===== src/rtl/hsi_tx_sched_pkg.sv =====
// Shared types and default timing for the HSI master transmit frame scheduler.
package hsi_tx_sched_pkg;

  typedef enum logic [2:0] {
    StIdle,
    StTm,
    StSr,
    StWin,
    StCcw
  } sched_state_e;

  localparam int unsigned TickW           = 16;
  localparam int unsigned DefFrameTicks   = 48000;
  localparam int unsigned DefPreTmTicks   = 480;
  localparam int unsigned DefGuardTicks   = 960;
  localparam int unsigned DefAckTimeout   = 255;

endpackage


===== src/rtl/hsi_tx_sched_frame_timer.sv =====
// Frame tick counter, last-tick strobe, registered pre_tm window and frame index.
module hsi_tx_sched_frame_timer
  import hsi_tx_sched_pkg::*;
#(
  parameter int unsigned FRAME_TICKS  = DefFrameTicks,
  parameter int unsigned PRE_TM_TICKS = DefPreTmTicks
) (
  input  logic             clk,
  input  logic             n_rst,
  input  logic             run,
  input  logic             stop,
  input  logic             pre_en,
  input  logic             frame_inc,
  output logic [TickW-1:0] tick_cnt,
  output logic             frame_last,
  output logic             pre_tm,
  output logic [15:0]      frame_num
);

  localparam logic [TickW-1:0] LastTick = TickW'(FRAME_TICKS - 1);
  localparam logic [TickW-1:0] PreStart = TickW'(FRAME_TICKS - PRE_TM_TICKS);

  logic [TickW-1:0] tick_q, tick_d;
  logic [15:0]      frame_num_q, frame_num_d;
  logic             pre_tm_q, pre_tm_d;

  // Frame start lands on the cycle after the last tick, so the FSM acts on this strobe.
  assign frame_last = run && (tick_q == LastTick);

  always_comb begin
    tick_d      = tick_q;
    pre_tm_d    = 1'b0;
    frame_num_d = frame_num_q;
    if (!run || stop || frame_last) begin
      tick_d = '0;
    end else begin
      tick_d = tick_q + TickW'(1);
    end
    // pre_tm announces the next frame, so it stays low once the scheduler is stopping.
    pre_tm_d = !stop && pre_en && (tick_d >= PreStart);
    if (frame_inc) begin
      frame_num_d = frame_num_q + 16'd1;
    end
  end

  always_ff @(posedge clk or negedge n_rst) begin
    if (!n_rst) begin
      tick_q      <= '0;
      frame_num_q <= '0;
      pre_tm_q    <= 1'b0;
    end else begin
      tick_q      <= tick_d;
      frame_num_q <= frame_num_d;
      pre_tm_q    <= pre_tm_d;
    end
  end

  assign tick_cnt  = tick_q;
  assign pre_tm    = pre_tm_q;
  assign frame_num = frame_num_q;

endmodule


===== src/rtl/hsi_tx_sched.sv =====
// HSI master transmit frame scheduler: TM slot, SR slot, then a guarded CCW window per frame.
module hsi_tx_sched
  import hsi_tx_sched_pkg::*;
#(
  parameter int unsigned FRAME_TICKS  = DefFrameTicks,
  parameter int unsigned PRE_TM_TICKS = DefPreTmTicks,
  parameter int unsigned GUARD_TICKS  = DefGuardTicks,
  parameter int unsigned ACK_TIMEOUT  = DefAckTimeout
) (
  input  logic        clk,
  input  logic        n_rst,
  input  logic        en,
  output logic        tm_tx_rdy,
  input  logic        tm_tx_ack,
  output logic        pre_tm,
  output logic        sr_tx_rdy,
  input  logic        sr_tx_ack,
  input  logic        ccw_req,
  output logic        ccw_gnt,
  input  logic        ccw_done,
  output logic [15:0] frame_num,
  output logic        overrun,
  output logic        ack_tmo
);

  localparam logic [TickW-1:0] WinClose = TickW'(FRAME_TICKS - PRE_TM_TICKS - GUARD_TICKS);
  localparam int unsigned      TmoW     = $clog2(ACK_TIMEOUT + 1);
  localparam logic [TmoW-1:0]  TmoLast  = TmoW'(ACK_TIMEOUT - 1);

  sched_state_e     state_q, state_d;
  logic [TmoW-1:0]  tmo_q, tmo_d;
  logic             pend_q, pend_d;
  logic             tm_rdy_q, sr_rdy_q, gnt_q, overrun_q, ack_tmo_q;
  logic             overrun_d, ack_tmo_d;
  logic [TickW-1:0] tick_cnt;
  logic             frame_last;
  logic             frame_inc;

  assign frame_inc = (state_d == StTm) && (state_q != StTm);

  hsi_tx_sched_frame_timer #(
    .FRAME_TICKS  (FRAME_TICKS),
    .PRE_TM_TICKS (PRE_TM_TICKS)
  ) u_frame_timer (
    .clk        (clk),
    .n_rst      (n_rst),
    .run        (state_q != StIdle),
    .stop       (state_d == StIdle),
    .pre_en     (en),
    .frame_inc  (frame_inc),
    .tick_cnt   (tick_cnt),
    .frame_last (frame_last),
    .pre_tm     (pre_tm),
    .frame_num  (frame_num)
  );

  always_comb begin
    state_d   = state_q;
    pend_d    = pend_q;
    overrun_d = 1'b0;
    ack_tmo_d = 1'b0;
    unique case (state_q)
      StIdle: begin
        if (en) begin
          state_d = StTm;
        end
      end
      StTm: begin
        if (tm_rdy_q && tm_tx_ack) begin
          state_d = StSr;
        end else if (tmo_q == TmoLast) begin
          state_d   = StSr;
          ack_tmo_d = 1'b1;
        end
        if (frame_last && !en) begin
          state_d = StIdle;
        end
      end
      StSr: begin
        if (sr_rdy_q && sr_tx_ack) begin
          state_d = StWin;
        end else if (tmo_q == TmoLast) begin
          state_d   = StWin;
          ack_tmo_d = 1'b1;
        end
        if (frame_last && !en) begin
          state_d = StIdle;
        end
      end
      StWin: begin
        // Frame end wins over a request; the grant compare uses the current tick.
        if (frame_last) begin
          state_d = en ? StTm : StIdle;
        end else if (ccw_req && en && (tick_cnt < WinClose)) begin
          state_d = StCcw;
        end
      end
      StCcw: begin
        if (ccw_done) begin
          pend_d = 1'b0;
          if (frame_last || pend_q) begin
            state_d = en ? StTm : StIdle;
          end else begin
            state_d = StWin;
          end
        end else if (frame_last) begin
          // TM slot is owed; it is taken right after the CCW finishes.
          pend_d    = 1'b1;
          overrun_d = en;
        end
      end
      default: begin
        state_d = StIdle;
        pend_d  = 1'b0;
      end
    endcase

    tmo_d = '0;
    if ((state_d == state_q) && ((state_q == StTm) || (state_q == StSr))) begin
      tmo_d = tmo_q + TmoW'(1);
    end
  end

  always_ff @(posedge clk or negedge n_rst) begin
    if (!n_rst) begin
      state_q   <= StIdle;
      tmo_q     <= '0;
      pend_q    <= 1'b0;
      tm_rdy_q  <= 1'b0;
      sr_rdy_q  <= 1'b0;
      gnt_q     <= 1'b0;
      overrun_q <= 1'b0;
      ack_tmo_q <= 1'b0;
    end else begin
      state_q   <= state_d;
      tmo_q     <= tmo_d;
      pend_q    <= pend_d;
      tm_rdy_q  <= (state_d == StTm);
      sr_rdy_q  <= (state_d == StSr);
      gnt_q     <= (state_d == StCcw);
      overrun_q <= overrun_d;
      ack_tmo_q <= ack_tmo_d;
    end
  end

  assign tm_tx_rdy = tm_rdy_q;
  assign sr_tx_rdy = sr_rdy_q;
  assign ccw_gnt   = gnt_q;
  assign overrun   = overrun_q;
  assign ack_tmo   = ack_tmo_q;

endmodule


===== config.mk =====
export PLATFORM = sky130hd
export DESIGN_NAME = hsi_tx_sched
export DESIGN_NICKNAME = d
export VERILOG_FILES = /design/src/rtl/hsi_tx_sched_pkg.sv /design/src/rtl/hsi_tx_sched_frame_timer.sv /design/src/rtl/hsi_tx_sched.sv
export SDC_FILE = /design/constraint.sdc
export NUM_CORES = 1
export LEC_CHECK = 0
export CAP_MARGIN = 20
export CORE_AREA = 2 2 122 100
export DETAILED_ROUTE_END_ITERATION = 8
export DIE_AREA = 0 0 124 102
export GPL_ROUTABILITY_DRIVEN = 1
export GPL_TIMING_DRIVEN = 0
export PLACE_DENSITY_LB_ADDON = 0.05
export SYNTH_ARGS = -nofsm -noshare
export SYNTH_HDL_FRONTEND = slang
export SYNTH_SLANG_ARGS = --single-unit

===== constraint.sdc =====
create_clock -name clk -period 2.6 [get_ports clk]
set_input_delay 0.52 -clock clk [delete_from_list [all_inputs] [get_ports clk]]
set_output_delay 0.52 -clock clk [all_outputs]
set_load 0.005 [all_outputs]

# Yosys cells after proc, flatten, opt, wreduce, memory -nomap -nowiden
# Index checks and enable logic that the tools add are counted.
# Widths: inputs -> output; s select.
[word_totals] elab_cells=76 register_bits=50
[classes] order_cmp=2 n_mux=25 add_sub_neg=3 n_reduce_logical=22 eq_ne=12 n_bitwise=1
[ops] operator="$add 16x1->16 const B" count=2
[ops] operator="$mux 3" count=10
[ops] operator="$eq 16x16->1 const B" count=1
[ops] operator="$ge 16x16->1 const B" count=1
[ops] operator="$lt 16x16->1 const B" count=1
[ops] operator="$mux 16" count=1
[ops] operator="$pmux 3 s5" count=1
[ops] operator="$logic_and 1x1->1" count=10
[ops] operator="$eq 3x2->1 const B" count=3
[ops] operator="$mux 1" count=9
[ops] operator="$add 8x1->8 const B" count=1
[ops] operator="$eq 8x8->1 const B" count=1
[ops] operator="$mux 8" count=1
[ops] operator="$eq 3x1->1 const B" count=2
[ops] operator="$eq 3x3->1 const B" count=2
[ops] operator="$logic_not 3->1" count=2
[ops] operator="$logic_or 1x1->1" count=4
[ops] operator="$pmux 1 s2" count=2
[ops] operator="$reduce_or 4->1" count=1
[ops] operator="$eq 3x3->1" count=1
[ops] operator="$logic_not 1->1" count=3
[ops] operator="$ne 3x1->1 const B" count=1
[ops] operator="$ne 3x3->1 const B" count=1
[ops] operator="$reduce_bool 3->1" count=1
[ops] operator="other kinds (3)" count=3

# Logic depth before layout (Yosys ltp)
# Gate-level depths: netlist of run 1.
[depth] depth_word=12 mapped_depth=11 ltp_nobuf=9

# Modules after synthesis
# A second synthesis of run 1 with hierarchy kept.
[unflattened] hier_cells=277 hier_area_um2=2730.1
[modules_own_cells] mod="hsi_tx_sched_frame_timer" cells_each=162 area_per_inst_um2=1656.6 instances=1 seq_area_each_um2=825.8
[modules_own_cells] mod="hsi_tx_sched" cells_each=115 area_per_inst_um2=1073.5 instances=1 seq_area_each_um2=425.4

# Worst setup path before layout of run 1
# No wires, ideal clock.
[synth_timing] path_type="reg2reg" startpoint="register u_frame_timer.tick_q[0], in the netlist u_frame_timer.tick_cnt[0]" endpoint="register u_frame_timer.frame_num_q[1], in the netlist u_frame_timer.frame_num[1]" path_stages_with_launch=11 t_arrival_ps=2628 t_required_ps=2475 slack_ps=-153 setup_ps=125 period_less_slack_ps=2753 cell_sequence="dfrtp_1 > ha_1 > buf_2 > and4_1 > buf_2 > nand3_1 > or3_1 > a21boi_0 > or4b_4 > nor2_1 > mux2_2"
[synth_via] elab_chain_cells=8
[synth_lines] item="from (decl)" line_no="hsi_tx_sched_frame_timer.sv:23" text="logic [TickW-1:0] tick_q, tick_d;"
[synth_lines] item="from (signal assigned)" line_no="hsi_tx_sched_frame_timer.sv:52" text="tick_q <= tick_d;"
[synth_lines] item="parallel branches: the longest is 5 deep, another holds $lt 16x16->1"
[synth_lines] item="$pmux 3 s5 *" line_no="hsi_tx_sched.sv:62" text="unique case (state_q)"
[synth_lines] item="$eq 3x1->1 *" line_no="hsi_tx_sched.sv:39" text="assign frame_inc = (state_d == StTm) && (state_q != StTm);"
[synth_lines] item="$logic_and 1x1->1 *" line_no="hsi_tx_sched.sv:39"
[synth_lines] item="to (signal assigned)" line_no="hsi_tx_sched_frame_timer.sv:53" text="frame_num_q <= frame_num_d;"
[synth_lines] item="to (decl)" line_no="hsi_tx_sched_frame_timer.sv:24" text="logic [15:0] frame_num_q, frame_num_d;"
# Every way passes the cells marked *.
# A chain may end at the register's enable or synchronous reset.

# Worst setup path after layout of run 1
[layout_timing] startpoint="register u_frame_timer.tick_q[0], in the netlist u_frame_timer.tick_cnt[0]" endpoint="register tmo_q[3]"
[layout_via] elab_chain_cells=9
[layout_lines] item="parallel branches: the longest is 5 deep, another holds $lt 16x16->1"
[layout_lines] item="$pmux 3 s5 *" line_no="hsi_tx_sched.sv:62"
[layout_lines] item="$eq 3x3->1 *" line_no="hsi_tx_sched.sv:119" text="if ((state_d == state_q) && ((state_q == StTm) || (state_q == StSr))) begin"
[layout_lines] item="$logic_and 1x1->1 *" line_no="hsi_tx_sched.sv:119"
[layout_lines] item="$mux 8 *" line_no="hsi_tx_sched.sv:119"
[layout_lines] item="named net tmo_d[3]" line_no="hsi_tx_sched.sv:31" text="logic [TmoW-1:0] tmo_q, tmo_d;"
[layout_lines] item="to (signal assigned)" line_no="hsi_tx_sched.sv:136" text="tmo_q <= tmo_d;"
[layout_lines] item="to (decl)" line_no="hsi_tx_sched.sv:31"
# Mark *: on every way through the listed nets, which the timed path passes.

==> impl_metrics.env, run 1 <==
export IMPL_cts_inserted_buffers=5
export IMPL_place_area_mm2=0.00333
export IMPL_endpoint_kind="flop"
export IMPL_synth_mux_area_share_pct=0.400
export IMPL_antenna_left=0
export IMPL_tns_ns=-1.75
export IMPL_vdd_drop_max_uv=277
export IMPL_ys_async_sr_fraction_pct=100
export IMPL_via_per_inst=4.68
export IMPL_synth_top_family_by_area="simple AND/OR/NAND/NOR gates"
export IMPL_io_buffers=28
export IMPL_yosysMostFrequentCell="dfrtp_1"
export IMPL_track_usage_pct=13.3
export IMPL_skew_ns=0.00423
export IMPL_ys_ff_latch=50
export IMPL_synth_largest_area_cell="dfrtp_1"
export IMPL_min_period_ns=2.75
export IMPL_arrival_ns=2.98
export IMPL_startpoint_type="flop"
export IMPL_cp_required_ns=2.83
export IMPL_synth_nets=314
export IMPL_yosys_warnings=0
export IMPL_synth_fa_ha_area_share_pct=1.78
export IMPL_synth_area_top_cells="dfrtp_1, xor2_1, nor2_1"
export IMPL_vias=2357
export IMPL_crit_type="reg -> reg"
export IMPL_area_delta_synth_final_pct=35.8
export IMPL_routedWlPerCell_um=14.8
export IMPL_p_leak_nw=1.63
export IMPL_grt_max_degree=31
export IMPL_holdWs_ns=0.199
export IMPL_drcViolationCount=0
export IMPL_avgSynthCellArea_um2=9.29
export IMPL_routed_wl_um=7480
export IMPL_cts_hold_buf=0
export IMPL_finalHoldViolCount=0
export IMPL_grt_pass1_vias=2455
export IMPL_synth_simple_area_share_pct=30.1
export IMPL_clock_latency_ns=0.29
export IMPL_worst_hold_path_type="in -> async"
export IMPL_path_clk_slew_ns=0.07
export IMPL_synthXorXnorAreaFrac_pct=11.2
export IMPL_clock_sinks=50
export IMPL_worstMarginPinSlew_ns=0.953
export IMPL_synth_top_area_share_pct=44.5
export IMPL_start_util_pct=24.7
export IMPL_cap_violations=0
export IMPL_routabilityCongestion=0.745
export IMPL_overflow=0
export IMPL_pwr_density_cell_mw_per_mm2=882
export IMPL_power_mw=3.37
export IMPL_dp_cells=480
export IMPL_fin_util_pct=33.6
export IMPL_ys_seq_area_share_pct=44.5
export IMPL_synth_compound_area_share_pct=7.60
export IMPL_grt_pass1_wl_um=13000
export IMPL_worstPathMaxFanout=8
export IMPL_diodes=0
export IMPL_cts_tree="yes"
export IMPL_final_setup_viol_count=19
export IMPL_place_ws_ns=-0.837
export IMPL_post_dp_hpwl_um=5240
export IMPL_fmax_mhz=364
export IMPL_syn_inst=303
export IMPL_drt_iter0_markers=107
export IMPL_layout_setup_ws_ns=-0.151
export IMPL_rows=35
export IMPL_fp_dieH_um=102
export IMPL_ys_flop_type="dfrtp_1"
export IMPL_synth_edf_count=0
export IMPL_status="complete, but fails checks"
export IMPL_slew_headroom_pct=36.3
export IMPL_final_nets=367
export IMPL_fin_area_mm2=0.00382
export IMPL_rsz0062_at_grt="true"
export IMPL_final_instance_count_excl_fill=504
export IMPL_timing_final_crit_share_pct=106
export IMPL_cts_root_buffer="clkbuf_16"
export IMPL_clockBufferDepth=2
export IMPL_drv_slew=0
export IMPL_antenna_found_initial=0
export IMPL_synth_distinct_cells=51
export IMPL_die_width_um=124
export IMPL_violations="setup timing"
export IMPL_ios=29
export IMPL_first_pass_iters=4
export IMPL_netlist_area_mm2=0.00281
export IMPL_dieArea_mm2=0.0126
export IMPL_core_mm2=0.0114
export IMPL_drive_gt1_share_pct=23.0
export IMPL_yosys_top_cells_count="dfrtp_1, nor2_1, xor2_1"
export IMPL_cts_htree_levels=2
[timing repair]
| action | 4_1_cts | 5_1_grt |
|---|---|---|
| cloned | 1 | 0 |
| setup buffers | 11 | 8 |
| setup endpoints to repair | 41 | 35 |
| pin swaps | 26 | 13 |
| gates resized for setup | 33 | 20 |
| endpoints found under the hold margin | 0 | 0 |
[per-layer routing]
metal  up-vias  GRT usage [%]  part of all wire (%)
li1       1164              -                     -
met1      1153           20.9                    55
met2        34           18.2                    41
met3         6           2.79                   3.5
met4         0           3.54                  0.92
met5         -              0                     0
[kinds of logic after synthesis]
group,count (synthesis)
AOI/OAI and AO/OA,33
xor gates and xnor gates,36
adders and majority gates,4
buffers and inverters,26
DFF,50
muxes,1
and+or+nand+nor,153
[power by group]
group	internal (mW)	total, mW	switching [mW]
Combinational	0.783	1.68	0.893
Clock	0.348	0.637	0.288
Sequential	0.919	1.06	0.141
[worst paths after layout]
check / start / endpoint / slack [ns] / depth (start not counted)
min reg2reg: u_frame_timer.frame_num[15] / u_frame_timer.frame_num[15] / 0.47 / 1
min in group clk: u_frame_timer.frame_num[15] / u_frame_timer.frame_num[15] / 0.47 / 1
max: u_frame_timer.tick_cnt[0] / tmo_q[3] / -0.15 / 10
max in group asynchronous: n_rst / pend_q / 1.85 / 2
max reg2reg: u_frame_timer.tick_cnt[0] / tmo_q[3] / -0.15 / 10
min: n_rst / u_frame_timer.frame_num[8] / 0.20 / 1
[sequential cells by signal, indices dropped and copies added (netlist names)]
signal,cells
ack_tmo,1
ccw_gnt,1
overrun,1
pend_q,1
sr_tx_rdy,1
state_q,3
tm_tx_rdy,1
tmo_q,8
u_frame_timer.frame_num,16
u_frame_timer.pre_tm,1
u_frame_timer.tick_cnt,16
[cell type report]
type,instances,area [um2]
plain buffers,14,93.8
multi-input cells,227,1650
clock inverters,2,10.0
inverters,9,33.8
clock buffers,5,125
flip-flops and latches,50,1250
repair buffers,49,472
fillers,1204,7560
well taps,148,185
[critical path, stage by stage, from the launching register on]
cell	delay, ns
dfrtp_1	0.36
ha_2	0.19
and4_1	0.21
buf_6	0.11
nand3_4	0.07
or3_4	0.39
a21boi_2	0.16
or4b_4	0.62
buf_12	0.19
o22a_4	0.26
nor2_1	0.11
[layout by cell type, fill, tap and decap left out, types with 4 or more instances in the layout]
master,n
clkdlybuf4s50_1,26
xnor2_1,8
nor3_1,7
nor3_4,7
nand3_1,22
dfrtp_1,50
buf_4,17
nor2_2,6
nand2_1,20
buf_2,7
nor2_1,33
and2_1,5
and3_1,4
buf_6,4
o211ai_1,4
a21oi_1,8
inv_1,9
xor2_1,28
nand4_1,7
clkbuf_16,5
No activity file was read; power rests on OpenSTA's default activity.
==> run 2: changes to the inputs <==
GPL_ROUTABILITY_DRIVEN = 0   (was 1)
==> results of run 2 <==
The final DEF is identical to that of run 1; final timing and power are the same.
